[config.mk]
export PLATFORM = sky130hd
export DESIGN_NAME = pll_mode_reconfig
export DESIGN_NICKNAME = d
export VERILOG_FILES = /design/src/rtl/pll_mode_reconfig.sv
export SDC_FILE = /design/constraint.sdc
export NUM_CORES = 1
export LEC_CHECK = 0
export CORE_ASPECT_RATIO = 1.1
export CORE_MARGIN = 3
export CORE_UTILIZATION = 45
export CTS_CLUSTER_DIAMETER = 100
export DETAILED_ROUTE_END_ITERATION = 8
export PLACE_DENSITY = 0.85
export SKIP_CTS_REPAIR_TIMING = 1
export SYNTH_ARGS = -nofsm -noshare
export SYNTH_HDL_FRONTEND = slang
export SYNTH_SLANG_ARGS = --single-unit
export TNS_END_PERCENT = 30
[constraint.sdc]
create_clock -name clk -period 1.65 [get_ports clk]
set_input_delay 0.33 -clock clk [delete_from_list [all_inputs] [get_ports clk]]
set_output_delay 0.33 -clock clk [all_outputs]
set_load 0.005 [all_outputs]
[src/rtl/pll_mode_reconfig.sv]
// Purpose : reprograms the system PLL over its Avalon-MM reconfig port when the selected video mode changes,
//           holding the core in reset for the whole retune.
// Latency : mode_s change seen in IDLE on cycle n -> first (arm) write presented on cycle n+1.
// Backpressure: each write is held (strobe, address, data) while mgmt_waitrequest=1; the next write follows the accepting edge.
//
// Ports:
//   clk, reset            system clock, synchronous active-high reset
//   mode_in               requested mode (asynchronous, synchronised here)
//   tbl_mode/tbl_idx      index into the parent's write table; tbl_addr/tbl_data come back combinationally
//   mgmt_*                Avalon-MM master toward the PLL reconfig block
//   pll_locked            PLL lock indicator (lock-wait build only)
//   core_reset, busy      core hold-off and sequencer activity
//   cur_mode, lock_err    mode currently programmed; sticky lock-timeout flag
//
// Build option: define PLLCFG_LOCK_WAIT_EN to wait for pll_locked (with timeout) instead of a fixed settle delay.
module pll_mode_reconfig #(
  parameter int NUM_MODES     = 2,
  parameter int MODE_W        = 1,
  parameter int NUM_WRITES    = 4,
  parameter int IDX_W         = 3,
  parameter int SYNC_STAGES   = 2,
  parameter int RESET_MODE    = 0,
  parameter int LOCK_TIMEOUT  = 65535,
  parameter int SETTLE_CYCLES = 1024
) (
  input  logic              clk,
  input  logic              reset,
  input  logic [MODE_W-1:0] mode_in,
  output logic [MODE_W-1:0] tbl_mode,
  output logic [IDX_W-1:0]  tbl_idx,
  input  logic [5:0]        tbl_addr,
  input  logic [31:0]       tbl_data,
  output logic              mgmt_write,
  output logic [5:0]        mgmt_address,
  output logic [31:0]       mgmt_writedata,
  input  logic              mgmt_waitrequest,
  input  logic              pll_locked,
  output logic              core_reset,
  output logic              busy,
  output logic [MODE_W-1:0] cur_mode,
  output logic              lock_err
);

  localparam logic [MODE_W-1:0] RST_M    = MODE_W'(RESET_MODE);
  localparam logic [IDX_W-1:0]  IDX_LAST = IDX_W'(NUM_WRITES - 1);
  localparam int CNT_MAX = (LOCK_TIMEOUT > SETTLE_CYCLES) ? LOCK_TIMEOUT : SETTLE_CYCLES;
  localparam int CNT_W   = $clog2(CNT_MAX + 1);

  typedef enum logic [2:0] {
    S_IDLE, S_ARM, S_TBL, S_START, S_LOCK, S_SETTLE, S_DONE
  } state_t;

  // Synchroniser. The final stage only loads in-range modes, so an out-of-range
  // request leaves the previous valid mode in place.
  logic [SYNC_STAGES-1:0][MODE_W-1:0] sync_q;
  logic [MODE_W-1:0] mode_s;

  always_ff @(posedge clk) begin
    if (reset) begin
      sync_q <= {SYNC_STAGES{RST_M}};
    end else begin
      sync_q[0] <= mode_in;
      for (int i = 1; i < SYNC_STAGES - 1; i++) sync_q[i] <= sync_q[i-1];
      if (int'(sync_q[SYNC_STAGES-2]) < NUM_MODES)
        sync_q[SYNC_STAGES-1] <= sync_q[SYNC_STAGES-2];
    end
  end

  assign mode_s = sync_q[SYNC_STAGES-1];

  state_t            state, nxt_state;
  logic              nxt_write, nxt_core_reset;
  logic [5:0]        nxt_addr;
  logic [31:0]       nxt_data;
  logic [MODE_W-1:0] tgt, nxt_tgt, nxt_cur_mode, nxt_tbl_mode;
  logic [IDX_W-1:0]  nxt_tbl_idx;
  logic              last_ent, nxt_last;   // entry on the bus is the final table write
  logic [CNT_W-1:0]  cnt, nxt_cnt;
  logic              accept;

  assign accept = mgmt_write & ~mgmt_waitrequest;
  assign busy   = (state != S_IDLE);

`ifdef PLLCFG_LOCK_WAIT_EN
  logic lock_q, nxt_lock_err;
  assign lock_err = lock_q;
`else
  logic pll_locked_unused;
  assign pll_locked_unused = pll_locked;
  assign lock_err = 1'b0;
`endif

  always_comb begin
    nxt_state      = state;
    nxt_write      = mgmt_write;
    nxt_addr       = mgmt_address;
    nxt_data       = mgmt_writedata;
    nxt_core_reset = core_reset;
    nxt_cur_mode   = cur_mode;
    nxt_tgt        = tgt;
    nxt_tbl_mode   = tbl_mode;
    nxt_tbl_idx    = tbl_idx;
    nxt_last       = last_ent;
    nxt_cnt        = cnt;
`ifdef PLLCFG_LOCK_WAIT_EN
    nxt_lock_err   = lock_q;
`endif
    case (state)
      S_IDLE: begin
        if (mode_s != cur_mode) begin
          nxt_tgt        = mode_s;
          nxt_tbl_mode   = mode_s;
          nxt_state      = S_ARM;
          nxt_write      = 1'b1;
          nxt_addr       = 6'd0;
          nxt_data       = 32'd0;
          nxt_core_reset = 1'b1;
        end
      end
      // The table entry for tbl_idx is captured on the accepting edge and tbl_idx
      // advances at the same time, so table writes can go back-to-back.
      S_ARM, S_TBL: begin
        if (accept) begin
          if (state == S_TBL && last_ent) begin
            nxt_state = S_START;
            nxt_addr  = 6'd2;
            nxt_data  = 32'd0;
            nxt_last  = 1'b0;
          end else begin
            nxt_state   = S_TBL;
            nxt_addr    = tbl_addr;
            nxt_data    = tbl_data;
            nxt_last    = (tbl_idx == IDX_LAST);
            nxt_tbl_idx = (tbl_idx == IDX_LAST) ? '0 : tbl_idx + IDX_W'(1);
          end
        end
      end
      S_START: begin
        if (accept) begin
          nxt_write = 1'b0;
          nxt_addr  = 6'd0;
          nxt_data  = 32'd0;
          nxt_cnt   = '0;
`ifdef PLLCFG_LOCK_WAIT_EN
          nxt_state = S_LOCK;
`else
          nxt_state = S_SETTLE;
`endif
        end
      end
`ifdef PLLCFG_LOCK_WAIT_EN
      // cnt holds the number of cycles already spent here; lock is not trusted
      // during the first 8.
      S_LOCK: begin
        nxt_cnt = cnt + CNT_W'(1);
        if (cnt >= CNT_W'(8) && pll_locked) begin
          nxt_state = S_DONE;
        end else if (cnt == CNT_W'(LOCK_TIMEOUT - 1)) begin
          nxt_lock_err = 1'b1;
          nxt_state    = S_DONE;
        end
      end
`else
      S_SETTLE: begin
        nxt_cnt = cnt + CNT_W'(1);
        if (cnt == CNT_W'(SETTLE_CYCLES - 1)) nxt_state = S_DONE;
      end
`endif
      S_DONE: begin
        nxt_cur_mode   = tgt;
        nxt_core_reset = 1'b0;
        nxt_state      = S_IDLE;
      end
      default: nxt_state = S_IDLE;
    endcase
  end

  always_ff @(posedge clk) begin
    if (reset) begin
      state          <= S_IDLE;
      mgmt_write     <= 1'b0;
      mgmt_address   <= 6'd0;
      mgmt_writedata <= 32'd0;
      core_reset     <= 1'b0;
      cur_mode       <= RST_M;
      tgt            <= RST_M;
      tbl_mode       <= RST_M;
      tbl_idx        <= '0;
      last_ent       <= 1'b0;
      cnt            <= '0;
    end else begin
      state          <= nxt_state;
      mgmt_write     <= nxt_write;
      mgmt_address   <= nxt_addr;
      mgmt_writedata <= nxt_data;
      core_reset     <= nxt_core_reset;
      cur_mode       <= nxt_cur_mode;
      tgt            <= nxt_tgt;
      tbl_mode       <= nxt_tbl_mode;
      tbl_idx        <= nxt_tbl_idx;
      last_ent       <= nxt_last;
      cnt            <= nxt_cnt;
    end
  end

`ifdef PLLCFG_LOCK_WAIT_EN
  always_ff @(posedge clk) begin
    if (reset) lock_q <= 1'b0;
    else       lock_q <= nxt_lock_err;
  end
`endif

endmodule

## Word level (Yosys, flattened, before mapping)

Index checks and enable logic that the tools add are counted.

- Reductions and logical operators: 16
- Equal/unequal tests: 12
- $add $sub $neg: 2
- Bitwise operators: 3
- Multiplexer cells: 24

Operator list:

| kind | count |
|---|---|
| $mux W32 | 4 |
| $pmux W32 S3 | 1 |
| $pmux W16 S2 | 1 |
| $mux W6 | 4 |
| $pmux W6 S3 | 1 |
| $add A16 B1 Y16 const B | 1 |
| $eq A16 B10 Y1 const B | 1 |
| $mux W16 | 1 |
| $mux W3 | 5 |
| $pmux W3 S4 | 1 |
| $eq A3 B2 Y1 const B | 3 |
| $ne A2 B2 Y1 const B | 4 |
| $reduce_and A2 Y1 | 4 |
| $reduce_and A4 Y1 | 2 |
| $eq A3 B3 Y1 const B | 2 |
| $reduce_and A3 Y1 | 2 |
| $reduce_bool A2 Y1 | 3 |
| $reduce_bool A3 Y1 | 2 |
| $mux W1 | 4 |
| $pmux W1 S2 | 2 |
| $add A3 B1 Y3 const B | 1 |
| $eq A3 B1 Y1 const B | 1 |
| $logic_not A3 Y1 | 1 |
| $not A1 Y1 | 2 |
| other kinds (4) | 4 |

- Register bits: 67
- Word-level logic and storage cells: 69
- Output and inout port bits: 47
- Bits of input ports: 43

## Depth between registers and ports, before layout

Gate-level depths: netlist of run 1.

- Word-level depth: 5
- Depth in mapped cells: 6

## Worst setup path after synthesis of run 1

OpenSTA, ideal clock, no wires.

- Kind: register to register
- From: register state[0]
- To: register mgmt_address[5]
- Clock period less this slack: 1.493 ns
- Cell stages (with the launch flop): 7
- Required time: 1.591 ns
- Setup slack: 0.157 ns
- Buffers on the path: 2
- Arrival: 1.434 ns
- Path through: dfxtp_1 buf_4 nor2_1 mux2_4 a21oi_4 buf_6 a22o_1

- Word-level cells in the longest chain between the ends: 5
- Elaborated cells between the ends (all ways): 14

RTL lines:

| element | RTL line | RTL |
|---|---|---|
| from (decl) | 71 | `state_t state, nxt_state;` |
| from (signal assigned) | 192 | `state <= nxt_state;` |
| $eq A3 B2 Y1 | 108, 124 |  |
| $logic_and A1 B1 Y1 | 124 | `if (state == S_TBL && last_ent) begin` |
| $mux W6 | 124 |  |
| $mux W6 | 123 | `if (accept) begin` |
| $pmux W6 S3 | 108 | `case (state)` |
| to (signal assigned) | 194 | `mgmt_address <= nxt_addr;` |
| to (decl) | 34 | `output logic [5:0] mgmt_address,` |

Several ways; a longest one is shown, not always the timed one. The select of a mux whose other input is x is not followed.
A chain may end at the register's enable or synchronous reset.

## Worst setup path after layout of run 1

- From: register cur_mode
- To: output cur_mode

RTL lines:

| element | RTL line | RTL |
|---|---|---|
| from (decl) | 40 | `output logic [MODE_W-1:0] cur_mode,` |
| from (signal assigned) | 197 | `cur_mode <= nxt_cur_mode;` |

No word-level cell between the ends.

==> flow_summary.yaml, run 1 <==
outcome:
  run_status: "finished clean"
synth:
  synth_area_per_cell_um2: 10.1
  synthDominantCellAreaShare_pct: 49.8
  synth-seq-cells: 67
  synth_fp_nets: 311
  asyncSetResetFlopFracSynth_pct: 0
  synth-edff-count: 0
  synth_cell_types: 53
  synth-warning-count: 0
  syn_inst: 266
  synth_area_mm2: 0.00269
  synth_ff_type: "dfxtp_1"
  synth-seq-area-share_pct: 49.8
  yosys-top-cells-area: "dfxtp_1, a22o_1, a21oi_1"
  post-synth-top-area-cell: "dfxtp_1"
drt:
  vias: 2501
  wl_um: 7130
  routed_via_density: 5.46
  drt_first_pass_iters: 4
  drt-wirelength-per-cell_um: 15.6
  drt_drc_violations_left: 0
  drt_first_iter_violations: 107
  count_of_nets_left_with_antenna_violations_after_detail_routing: 0
power_and_ir_drop:
  report.power.total_mw: 3.45
  power_switching_share_pct: 21.0
  power_per_cell_area_mw_per_mm2: 850
  ir_worst_vdd_uv: 585
  p_leak_nw: 1.58
  pwr-share-seq_pct: 47.6
  power.net_switching_mw: 0.726
  clock_power_share_pct: 45.2
  share_comb_of_total_power_pct: 7.2
  internal_power_mw: 2.73
final_layout:
  filler_cells_inserted: 383
  seqCellArea_mm2: 0.00135
  area.growth.synth_to_final_pct: 51.0
  final_core_util_pct: 73.0
  multi_input_comb_area_mm2: 0.00125
  finish.net_count: 423
  post_route_cells_drive_above_1_share_pct: 16.4
  antenna_cells: 0
sta:
  hold_slack_ns: 0.462
  slew_violations: 0
  max_freq_mhz: 624
  setup_viol: 0
  timing.final.crit_share_pct: 97.1
  timing.clock.skew_ns: 0.00764
  min_period_ns: 1.60
  timing.final.ws_setup_ns: 0.0475
  final-hold-violation-count: 0
floorplanning:
  dieHeight_um: 87.1
  floorplan.initialDensity_pct: 48.3
  core_mm2: 0.00557
  die_area_mm2: 0.00695
  rows: 28
  die-width_um: 79.8
  boundaryPins: 90
worst_setup_path:
  crit_fanout: 5
  ff2ff_path_depth: 4
  crit_path_end_kind: "output pin"
  worst-setup-path-type: "flop to output pin"
  cp.buffers_inverters: 1
  critical_path.reg2reg.startpoint: "cnt[7]"
  regToRegSetupSlack_ns: 0.12
  worstSetupStartpointType: "flop"
  timing.critical_path.slowest_cell_delay_ns: 0.53
  path_cells: "clkdlybuf4s50_1"
  crit_required_ns: 1.32
  startpoint: "cur_mode"
  crit_family: "buffers and inverters"
  cp.arrival_ns: 1.27
  r2r-end: "cnt[11]"
  cp_slowest_cell: "clkdlybuf4s50_1"
  critical_path.endpoint: "cur_mode"
  critical_path_cell_count: 1
clocking:
  numCtsBuffers: 9
  clk_pin_slew_ns: 0.07
  clkLatencyLatePin_ns: 0.34
  cts-root-to-sink-buffers: 2
  number_of_levels_the_h_tree_was_split_into: 3
  clock-root-buffer: "clkbuf_8"
  cts.sinks: 67
  tritoncts: "yes"
grt:
  grt_pass1_wl_um: 11600
  globalRouteTotalUtil_pct: 21.0
  first_global_vias: 2419
  grt_antenna_before_repair: 0
  leftover_overflow_at_the_end_of_global_routing: 0
  grt_max_degree: 29
run:
  max-cap-violations: 0
placement:
  io_buffers: 87
  gpl.final_weighted_congestion: 0.859
  preCtsSetupSlack_ns: -0.207
  post-dp-hpwl_um: 5100
hold_path:
  worst_hold_path_type: "flop to flop"
  startpoint_of_the_worst_hold_path: "sync_q[0]"
cells by family after synthesis:
| logic type | synth area share (%) |
|---|---|
| flip-flops | 49.8 |
| XOR/XNOR | 0.651 |
| AND/OR/NAND/NOR | 18.5 |
| AO/OA/AOI/OAI | 22.8 |
| other | 0.139 |
| multiplexers | 2.46 |
| buffers and inverters | 4.69 |
| adder cells (fa/ha/maj) | 0.929 |
cell type report:
type	count	area share, %
Multi-Input combinational cell	178	30.6
Timing Repair Buffer	117	27.6
Tap cell	75	2.31
Clock buffer	11	3.72
Sequential cell	67	33.2
Clock inverter	5	2.06
Inverter	5	0.462
registers in the layout, summed over array words and instances, names as in the netlist:
signal          count
mgmt_writedata     32
cnt                16
mgmt_address        6
state               3
tbl_idx             3
core_reset          1
cur_mode            1
last_ent            1
mgmt_write          1
mode_s              1
sync_q              1
tgt                 1
power groups by stage:
stage	clock [mW]	sequential, mW	combinational [mW]
after floorplan	0	1.68	0.0912
after global placement	0	1.68	0.241
after detailed placement	0	1.68	0.245
after CTS	1.59	1.65	0.248
after global routing	1.66	1.65	0.269
final	1.56	1.65	0.248
synthesized netlist by cell type (all sizes together) (2+ instances only):
cell type,count
and3b,2
or4,2
nand3,9
nor3,3
nor2,20
or3,3
o211ai,4
and3,3
ha,2
clkbuf,5
buf,11
a22oi,3
mux2,2
a21oi,18
nand2,8
dfxtp,67
nand4,5
a22o,37
o21ai,8
nor3b,4
and4,4
inv,5
nand3b,3
mux2i,4
or2,3
nor2b,9
and2,2
a31oi,3
metal layers:
layer | global-route usage [%] | routed length, µm | vias up
li1 | - | - | 1227
met1 | 27.1 | 3170 | 1176
met2 | 34.1 | 3350 | 85
met3 | 4.87 | 484 | 13
met4 | 8.29 | 132 | 0
met5 | 0 | 0 | -
how the worst min path moves through the flow:
stage	to	slack, ns	cells past startpoint
floorplan	mode_s	0.41	1
global placement	mode_s	0.42	1
detailed placement	mode_s	0.44	1
CTS	mode_s	0.46	1
global route	mode_s	0.48	1
finish	mode_s	0.46	1
layout by cell type, fill, tap and decap left out, drive strengths merged, types with 4 or more instances in the layout:
cell and instances:
a21oi 18, a22o 37, and4 4, buf 30, clkbuf 11, clkdlybuf4s50 86
dfxtp 67, inv 6, mux2i 4, nand2 8, nand3 9, nand4 5
nor2 20, nor2b 9, nor3b 4, o211ai 4, o21ai 8
through the flow:
step	instance area, µm²	instances	TNS, ns
global placement	3790	441	-6.03
detailed placement	3790	441	-7.49
CTS	4030	457	-0.232
finish	4070	458	0
floorplan	2690	266	0
global route	4070	458	-0.0111
Note: power is estimated with default switching activity, not from simulation.
==> run 2, diff against run 1 <==
- CTS_CLUSTER_SIZE: not set -> 28
==> results of run 2 <==
Same layout as run 1: the final DEF is identical, and so are final timing and power.
==> run 3, diff against run 2 <==
- GPL_ROUTABILITY_DRIVEN: not set -> 0
==> results of run 3 <==
Same layout as run 1: the final DEF is identical, and so are final timing and power.
